===== config.mk =====
export PLATFORM = sky130hd
export DESIGN_NAME = psum_accumulator
export DESIGN_NICKNAME = d
export VERILOG_FILES = /design/src/rtl/corelet_pkg.sv /design/src/rtl/sat_add_lane.sv /design/src/rtl/psum_accumulator.sv
export SDC_FILE = /design/constraint.sdc
export NUM_CORES = 1
export LEC_CHECK = 0
export CORE_ASPECT_RATIO = 1.2
export CORE_MARGIN = 2
export CORE_UTILIZATION = 45
export DETAILED_ROUTE_END_ITERATION = 10
export HOLD_SLACK_MARGIN = 0.12
export PLACE_DENSITY = 0.72
export SLEW_MARGIN = 20
export SYNTH_ARGS = -nofsm -noshare
export SYNTH_HDL_FRONTEND = slang
export SYNTH_SLANG_ARGS = --single-unit

===== constraint.sdc =====
create_clock -name clk -period 7.2 [get_ports clk]
set_input_delay 1.44 -clock clk [delete_from_list [all_inputs] [get_ports clk]]
set_output_delay 1.44 -clock clk [all_outputs]
set_load 0.05 [all_outputs]

===== src/rtl/corelet_pkg.sv =====
// corelet_pkg: constants and types shared by the partial-sum accumulator.
//   default_col / default_psum_bw / default_n_rows : default geometry of a pass
//   addr_w                                         : PMEM address width
//   state_t                                        : accumulator sequencing states
package corelet_pkg;

  localparam int default_col     = 8;
  localparam int default_psum_bw = 16;
  localparam int default_n_rows  = 36;
  localparam int addr_w          = 9;

  typedef enum logic [2:0] {
    IDLE   = 3'd0,
    ACCEPT = 3'd1,
    READ   = 3'd2,
    ADD    = 3'd3,
    WRITE  = 3'd4,
    DONE   = 3'd5
  } state_t;

endpackage


===== src/rtl/sat_add_lane.sv =====
// sat_add_lane: one two's-complement lane, y = relu ? max(0, sat(a+b)) : sat(a+b).
//   a, b : lane operands (psum_bw bits, signed)
//   relu : clamp negative results to zero
//   y    : saturated (and optionally rectified) result
module sat_add_lane #(
  parameter int psum_bw = 16
) (
  input  logic [psum_bw-1:0] a,
  input  logic [psum_bw-1:0] b,
  input  logic               relu,
  output logic [psum_bw-1:0] y
);

  localparam logic [psum_bw-1:0] max_v = {1'b0, {(psum_bw-1){1'b1}}};
  localparam logic [psum_bw-1:0] min_v = {1'b1, {(psum_bw-1){1'b0}}};

  logic [psum_bw:0]   wide;
  logic [psum_bw-1:0] sat;

  // Sign-extended add; overflow shows up as the two top bits disagreeing.
  always_comb begin
    wide = {a[psum_bw-1], a} + {b[psum_bw-1], b};
    if (wide[psum_bw] != wide[psum_bw-1]) begin
      sat = wide[psum_bw] ? min_v : max_v;
    end else begin
      sat = wide[psum_bw-1:0];
    end
    if (relu && sat[psum_bw-1]) begin
      y = '0;
    end else begin
      y = sat;
    end
  end

endmodule


===== src/rtl/psum_accumulator.sv =====
// psum_accumulator: pops n_rows rows from the OFIFO and writes them to PMEM,
// either overwriting (first pass) or read-add-writing with saturation, with an
// optional ReLU on the final pass.
//   clk, reset                   : clock, synchronous active-high reset
//   start, first_pass, last_pass,
//   base_addr                    : pass command, sampled in IDLE
//   in_valid, in_data, in_ready  : OFIFO row handshake
//   OP_q, OP_d, OP_addr,
//   OP_cen, OP_wen               : PMEM SRAM port (enables active low, 1-cycle read latency)
//   busy, done                   : status (done is a one-cycle pulse)
module psum_accumulator
  import corelet_pkg::*;
#(
  parameter int col     = default_col,
  parameter int psum_bw = default_psum_bw,
  parameter int n_rows  = default_n_rows
) (
  input  logic                     clk,
  input  logic                     reset,
  input  logic                     start,
  input  logic                     first_pass,
  input  logic                     last_pass,
  input  logic [addr_w-1:0]        base_addr,
  input  logic                     in_valid,
  input  logic [col*psum_bw-1:0]   in_data,
  output logic                     in_ready,
  input  logic [col*psum_bw-1:0]   OP_q,
  output logic [col*psum_bw-1:0]   OP_d,
  output logic [addr_w-1:0]        OP_addr,
  output logic                     OP_cen,
  output logic                     OP_wen,
  output logic                     busy,
  output logic                     done
);

  state_t                   state;
  state_t                   next_state;
  logic [addr_w-1:0]        row;
  logic [addr_w-1:0]        base;
  logic [addr_w-1:0]        row_addr;
  logic                     first_r;
  logic                     last_r;
  logic [col*psum_bw-1:0]   hold;
  logic [col*psum_bw-1:0]   sum;
  logic [col*psum_bw-1:0]   lane_out;

  // Address arithmetic is truncated to addr_w, so base+row wraps past the top of PMEM.
  assign row_addr = base + row;

  // Shared lane array: in ADD it forms sat(hold + OP_q); on a first pass the
  // PMEM operand is forced to zero so the same lanes just rectify the hold row.
  for (genvar i = 0; i < col; i++) begin : g_lane
    sat_add_lane #(.psum_bw(psum_bw)) u_lane (
      .a    (hold[i*psum_bw +: psum_bw]),
      .b    (first_r ? {psum_bw{1'b0}} : OP_q[i*psum_bw +: psum_bw]),
      .relu (last_r),
      .y    (lane_out[i*psum_bw +: psum_bw])
    );
  end

  // Next-state logic for the pass sequencer.
  always_comb begin
    next_state = state;
    case (state)
      IDLE:    next_state = start ? ACCEPT : IDLE;
      ACCEPT:  begin
        if (in_valid) begin
          next_state = first_r ? WRITE : READ;
        end else begin
          next_state = ACCEPT;
        end
      end
      READ:    next_state = ADD;
      ADD:     next_state = WRITE;
      WRITE:   next_state = (row == addr_w'(n_rows - 1)) ? DONE : ACCEPT;
      DONE:    next_state = IDLE;
      default: next_state = IDLE;
    endcase
  end

  // State, row counter, latched command and datapath registers.
  always_ff @(posedge clk) begin
    if (reset) begin
      state   <= IDLE;
      row     <= '0;
      base    <= '0;
      first_r <= 1'b0;
      last_r  <= 1'b0;
      hold    <= '0;
      sum     <= '0;
    end else begin
      state <= next_state;
      case (state)
        IDLE: begin
          if (start) begin
            first_r <= first_pass;
            last_r  <= last_pass;
            base    <= base_addr;
            row     <= '0;
          end
        end
        ACCEPT: begin
          if (in_valid) begin
            hold <= in_data;
          end
        end
        ADD:     sum <= lane_out;
        WRITE:   row <= row + addr_w'(1);
        default: ;
      endcase
    end
  end

  // Output decode from registered state/data only; nothing here sees in_data.
  always_comb begin
    in_ready = 1'b0;
    busy     = (state != IDLE);
    done     = 1'b0;
    OP_cen   = 1'b1;
    OP_wen   = 1'b1;
    OP_addr  = '0;
    OP_d     = '0;
    case (state)
      ACCEPT: in_ready = 1'b1;
      READ: begin
        OP_cen  = 1'b0;
        OP_addr = row_addr;
      end
      WRITE: begin
        OP_cen  = 1'b0;
        OP_wen  = 1'b0;
        OP_addr = row_addr;
        OP_d    = first_r ? lane_out : sum;
      end
      DONE:    done = 1'b1;
      default: ;
    endcase
  end

endmodule


=== Word-level counts from Yosys, hierarchy flattened ===
Index checks and enable logic that the tools add are counted.

* Add/subtract/negate cells: 10
* Equal/unequal tests: 15
* Mux-type cells: 46
* Reductions and logical operators: 15

{| class="wikitable"
|+ Operators with widths
! kind !! number
|-
| 16-bit two-way mux || 32
|-
| 128-bit two-way mux || 2
|-
| 16-bit by 16-bit adder with 17-bit output || 8
|-
| 9-bit two-way mux || 2
|-
| 9-bit one-hot mux with 2 select lines || 1
|-
| 3-bit one-hot mux with 5 select lines || 1
|-
| 9-bit by 1-bit adder with 9-bit output (second input constant) || 1
|-
| 9-bit adder || 1
|-
| 9-bit by 6-bit equality test with 1-bit output (second input constant) || 1
|-
| 3-bit two-way mux || 3
|-
| 1-bit logical AND || 8
|-
| 1-bit != test || 8
|-
| 3-bit by 2-bit equality test with 1-bit output (second input constant) || 2
|-
| 3-bit equality test (second input constant) || 2
|-
| 2-bit AND reduction || 3
|-
| 1-bit two-way mux || 5
|-
| 3-bit by 1-bit equality test with 1-bit output (second input constant) || 1
|-
| 3-bit zero test || 1
|-
| 3-bit nonzero test || 1
|-
| 2-bit != test (second input constant) || 1
|-
| 2-bit nonzero test || 1
|-
| 2-bit OR reduction || 1
|}

* Register bits after elaboration: 279
* Output and inout bits: 142

=== Logic depth before layout (Yosys ltp) ===
* Depth after elaboration: 8
* Gate-level depth with buffers: 16
* Depth with buffers taken out: 11

=== By module ===
Synthesis repeated with hierarchy kept, for this count alone.

* Cells, all modules: 2902
* Area total of the unflattened synthesis: 21160.3 um2

{| class="wikitable"
|+ Modules (own cells, without submodules)
! module !! times used !! cells each !! area an instance (um2) !! sequential area each (um2)
|-
| psum_accumulator || 1 || 1726 || 12882.4 || 5585.4
|-
| sat_add_lane || 8 || 147 || 1034.7 || 0.0
|}

=== Worst setup path before layout ===
Ideal clock, no wire load.

* Path kind: input to output
* Start: in OP_q[96]
* End: out OP_d[110]
* Data arrival time: 4.364 ns
* Required time: 5.760 ns
* Setup slack: 1.396 ns
* Stages on the path: 11
* Path through: nor2b_1 ha_1 fa_1 a211oi_1 o21ai_1 o31a_2 a2111oi_0 nor3_1 xor2_1 nand2_1 a21oi_1

* Cells in the longest elaborated chain, start to end: 8
* Elaborated cells on any way between the ends: 9
* Classes of those cells: add/sub: 1; eq/ne: 1; mux: 6; reduce/logical: 1

{| class="wikitable"
|+ Ends and longest elaborated chain
! what !! line !! RTL
|-
| from (decl) || psum_accumulator.sv:27 || <nowiki>input logic [col*psum_bw-1:0] OP_q,</nowiki>
|-
| 16-bit two-way mux * || psum_accumulator.sv:55 || <nowiki>.b (first_r ? {psum_bw{1'b0}} : OP_q[i*psum_bw +: psum_bw]),</nowiki>
|-
| 16-bit by 16-bit adder with 17-bit output * || sat_add_lane.sv:22 || <nowiki>wide = {a[psum_bw-1], a} + {b[psum_bw-1], b};</nowiki>
|-
| 16-bit two-way mux / 1-bit != test (equally long branches) || sat_add_lane.sv:24, sat_add_lane.sv:23 ||
|-
| 16-bit two-way mux * || sat_add_lane.sv:23 || <nowiki>if (wide[psum_bw] != wide[psum_bw-1]) begin</nowiki>
|-
| 1-bit logical AND || sat_add_lane.sv:28 || <nowiki>if (relu && sat[psum_bw-1]) begin</nowiki>
|-
| 16-bit two-way mux * || sat_add_lane.sv:28 ||
|-
| 128-bit two-way mux * || psum_accumulator.sv:133 || <nowiki>OP_d = first_r ? lane_out : sum;</nowiki>
|-
| 128-bit two-way mux * || psum_accumulator.sv:123 || <nowiki>case (state)</nowiki>
|-
| to (decl) || psum_accumulator.sv:28 || <nowiki>output logic [col*psum_bw-1:0] OP_d,</nowiki>
|}

Mark *: on every way between the ends. The rest lies on a longest branch, timed or not.

=== Final worst setup path ===
* Start: in OP_q[96]
* End: out OP_d[99]

Same word-level chain as after synthesis.

==> implementation parameters <==
Parameter                              Value

CTS
  Number of hold buffers added after CTS ... 0
  CTS Buffer Depth ... 3
  Clock tree from TritonCTS ... yes
  Clock network latency to the later pin of the worst-skew pair ... approximately 0.53 ns
  Clk root buf ... sky130_fd_sc_hd__clkbuf_16
  Clock sink count ... 279
  Number of H-tree branching levels ... 2
  Clock Pin Slew Worst Setup and Hold Paths ... around 0.05 ns
  Post CTS Setup Buffer Count ... 0
  Clock buffer count from CTS ... 34
  Quantity of gates resized following cts ... 0

Power
  Max VDD drop ... ~160 µV
  Leakage power summed over all cells ... 0.00958 µW
  Pwr Density ... roughly 180 nW/µm²

Logic synthesis
  Number of flops mapped to enable cells by yosys ... 0
  Fraction of registers with async set or reset after synthesis ... 0%
  Synth Net Count ... 2942
  Number of warnings printed during yosys synthesis ... 0
  Top flip-flop cell by instance count after synthesis ... sky130_fd_sc_hd__dfxtp_1
  Synthesis-stage register bit count ... between 200 and 300
  Cell variety after synth ... 96
  Proportion of netlist area held by the largest area contributor ... between 20% and 30%
  Average cell area after synthesis ... ~7.6 µm²
  Area contributors post-synth ... sky130_fd_sc_hd__dfxtp_1, sky130_fd_sc_hd__a21oi_1, sky130_fd_sc_hd__ha_1
  Portion of the post-synthesis area used by sequential elements ... about 29%
  Synth area leader ... sky130_fd_sc_hd__dfxtp_1
  Cell count after synthesis ... about 2500
  Combined area of all synthesized cells ... between 15000 and 20000 µm²

Worst setup path
  Type of the worst setup path ... primary input to primary output
  Crit end category ... primary output
  Crit path launch type ... primary input
  Launching instance or port of the critical path ... OP_q[96]
  Arrival time worst endpoint ... roughly 5.6 ns
  Worst Path Max Fanout ... 13
  Start of the worst register-to-register path ... first_r$_SDFFE_PP0P_
  Data required time at the worst endpoint ... ~5.8 ns

Flow run
  Max cap viols ... 0

Route
  Routed met3 length ... roughly 4100 µm
  Met2 WL post-DR ... between 30000 and 40000 µm
  DRT iter0 DRCs ... about 1100
  Antenna Violating Nets Remaining ... 0
  Met1 WL ... around 25000 µm
  Via count ... a little under 20000
  Total Routed Length ... 63800 µm
  Residual DRC count ... 0
  Top layer reached by signal wires ... met4
  Per-cell routed wire length ... roughly 19 µm
  Vias/cell ... around 5.7
  Router iterations before antenna repair ... 6

STA
  Worst slew margin relative to its limit ... between 20% and 30%
  Period utilization ... 97.6%
  Largest clock skew in the final design ... 0.0166 ns
  Setup repair after global routing missed its margin ... false
  Pins Over Slew Limit ... 0
  Minimum clock period ... between 7 and 8 ns
  Hold violation count in the final report ... 0
  Max Clock Freq ... 142 MHz
  Slew at the pin with the worst max-slew slack ... around 1.1 ns
  Final total negative setup slack ... 0 ns
  Number of failing setup endpoints in the final timing report ... 0

GRT
  Number of antenna violations at the first check in global routing ... 5
  Overall Global Routing Usage ... about 28%
  First-pass GRT wire length ... ~99000 µm
  Vias in the first global route ... between 15000 and 20000
  Overflow left after global routing ... 0
  Pin count of the biggest net entering global routing ... about 110

Min path
  Start point of the worst min-delay path ... sum[47]$_SDFFE_PP0N_
  Hold Path Class ... flip-flop to flip-flop

Placed design
  Post-DP Area ... 23600 µm²
  HPWL after DPL ... roughly 46000 µm
  Count of port buffers added during placement ... approximately 400
  Last weighted congestion value of the routability-driven placer ... about 0.91

Floorplan
  Boundary pin count ... slightly above 400
  Full die area ... approximately 44000 µm²
  Horizontal extent of the die ... between 150 and 200 µm
  Core region area ... around 42000 µm²
  Die Span Y ... 231 µm
  Starting density of the core ... a little under half
  Row count ... 83

Finish
  Share of cells above drive strength 1 ... under 10%
  Most common library cell in the layout ignoring fill and taps ... sky130_fd_sc_hd__nand2_1
  Net total in the final layout ... about 3300
  Layout Area Growth over Synthesis ... 28.9%
  Most frequent cells in the layout ... sky130_fd_sc_hd__nand2_1, sky130_fd_sc_hd__clkdlybuf4s50_1, sky130_fd_sc_hd__a21oi_1
  Post-route cell area ... roughly 25000 µm²

Run status
  Result of the run ... completed
[cell type report]
type | count | area [µm²]
antenna | 5 | 12.5
clock buffer | 54 | 1110
clock inverter | 5 | 100
fill | 3935 | 17600
inverter | 37 | 139
multi-input combinational | 2054 | 12900
sequential | 279 | 5590
tap | 552 | 691
timing repair buffer | 438 | 4350
[worst max-delay path: stages]
cell and delay, ns:
sky130_fd_sc_hd__clkdlybuf4s50_1 0.40, sky130_fd_sc_hd__nor2b_1 0.13, sky130_fd_sc_hd__ha_1 0.28, sky130_fd_sc_hd__fa_1 0.45, sky130_fd_sc_hd__a211oi_1 0.23, sky130_fd_sc_hd__o21ai_1 0.15
sky130_fd_sc_hd__o31a_2 0.36, sky130_fd_sc_hd__a21boi_2 0.22, sky130_fd_sc_hd__o41ai_4 0.14, sky130_fd_sc_hd__nor2_1 0.75, sky130_fd_sc_hd__a21oi_1 0.25, sky130_fd_sc_hd__clkdlybuf4s50_1 0.77
[sequential cells by signal (all words and copies together) (netlist names)]
name / count
row: 9
last_r: 1
base: 9
state: 3
sum: 128
first_r: 1
hold: 128
[final timing paths]
kind | cells past startpoint | slack, ns | endpoint
min reg2reg | 2 | 0.46 | sum[47]$_SDFFE_PP0N_
min | 2 | 0.46 | sum[47]$_SDFFE_PP0N_
max | 12 | 0.17 | OP_d[99]
max reg2reg | 12 | 2.82 | sum[66]$_SDFFE_PP0N_
[logic make-up after synthesis]
| group | count (synthesis) | share of synthesized area (%) |
|---|---|---|
| fa+ha+maj | 146 | 9.83 |
| flops | 279 | 29.0 |
| buf+inv | 192 | 4.40 |
| xor+xnor | 106 | 4.82 |
| simple gates | 936 | 21.6 |
| compound gates | 854 | 29.6 |
| mux | 12 | 0.747 |
[where the power goes]
group | internal [µW] | switching [µW]
sequential | 1600 | 45.2
combinational | 460 | 636
clock | 1160 | 685
[through the flow]
step | hold WS, ns | setup slack [ns] | power [µW] | cells | utilization (%)
2_1_floorplan | 0.436 | 1.40 | 2400 | 2525 | -
3_3_place_gp | 0.441 | 0.323 | 2740 | 3360 | 55.6
3_5_place_dp | 0.447 | 0.240 | 2760 | 3360 | 55.6
4_1_cts | 0.457 | 0.214 | 4620 | 3419 | 58.4
5_1_grt | 0.472 | 0.00632 | 4780 | 3424 | 58.5
6_report | 0.456 | 0.174 | 4580 | 3424 | 58.5
[Yosys cell counts (4+ instances only)]
| library cell | n |
|---|---|
| sky130_fd_sc_hd__clkbuf_1 | 119 |
| sky130_fd_sc_hd__nor2_1 | 229 |
| sky130_fd_sc_hd__o21bai_1 | 8 |
| sky130_fd_sc_hd__mux2_2 | 5 |
| sky130_fd_sc_hd__buf_6 | 4 |
| sky130_fd_sc_hd__o221a_2 | 24 |
| sky130_fd_sc_hd__nor2b_1 | 139 |
| sky130_fd_sc_hd__a31oi_1 | 14 |
| sky130_fd_sc_hd__o32ai_1 | 20 |
| sky130_fd_sc_hd__o21ai_0 | 135 |
| sky130_fd_sc_hd__a21oi_2 | 6 |
| sky130_fd_sc_hd__a21o_1 | 44 |
| sky130_fd_sc_hd__buf_1 | 4 |
| sky130_fd_sc_hd__inv_1 | 35 |
| sky130_fd_sc_hd__nand2b_1 | 7 |
| sky130_fd_sc_hd__buf_4 | 7 |
| sky130_fd_sc_hd__o21ai_2 | 6 |
| sky130_fd_sc_hd__and3_1 | 14 |
| sky130_fd_sc_hd__o211ai_1 | 26 |
| sky130_fd_sc_hd__nand4_1 | 7 |
| sky130_fd_sc_hd__nand2_1 | 443 |
| sky130_fd_sc_hd__a211oi_1 | 72 |
| sky130_fd_sc_hd__a211o_1 | 4 |
| sky130_fd_sc_hd__ha_1 | 137 |
| sky130_fd_sc_hd__o21ai_1 | 6 |
| sky130_fd_sc_hd__or3_1 | 4 |
| sky130_fd_sc_hd__a211oi_2 | 37 |
| sky130_fd_sc_hd__buf_2 | 16 |
| sky130_fd_sc_hd__xor2_1 | 45 |
| sky130_fd_sc_hd__o21a_1 | 20 |
| sky130_fd_sc_hd__xnor2_1 | 61 |
| sky130_fd_sc_hd__fa_1 | 9 |
| sky130_fd_sc_hd__o31ai_2 | 4 |
| sky130_fd_sc_hd__dfxtp_1 | 279 |
| sky130_fd_sc_hd__clkbuf_8 | 5 |
| sky130_fd_sc_hd__nor3_1 | 21 |
| sky130_fd_sc_hd__o22ai_1 | 16 |
| sky130_fd_sc_hd__and2_1 | 11 |
| sky130_fd_sc_hd__nand3_1 | 36 |
| sky130_fd_sc_hd__a21oi_1 | 349 |
| sky130_fd_sc_hd__mux2i_1 | 5 |
[per-layer routing]
| metal | GRT usage (%) | up-vias |
|---|---|---|
| met2 | 49.7 | 630 |
| met3 | 4.50 | 129 |
| met1 | 32.1 | 9280 |
| li1 | - | 9601 |
| met4 | 11.2 | 0 |
| met5 | 0 | - |
(Power assumes the default switching activity.)
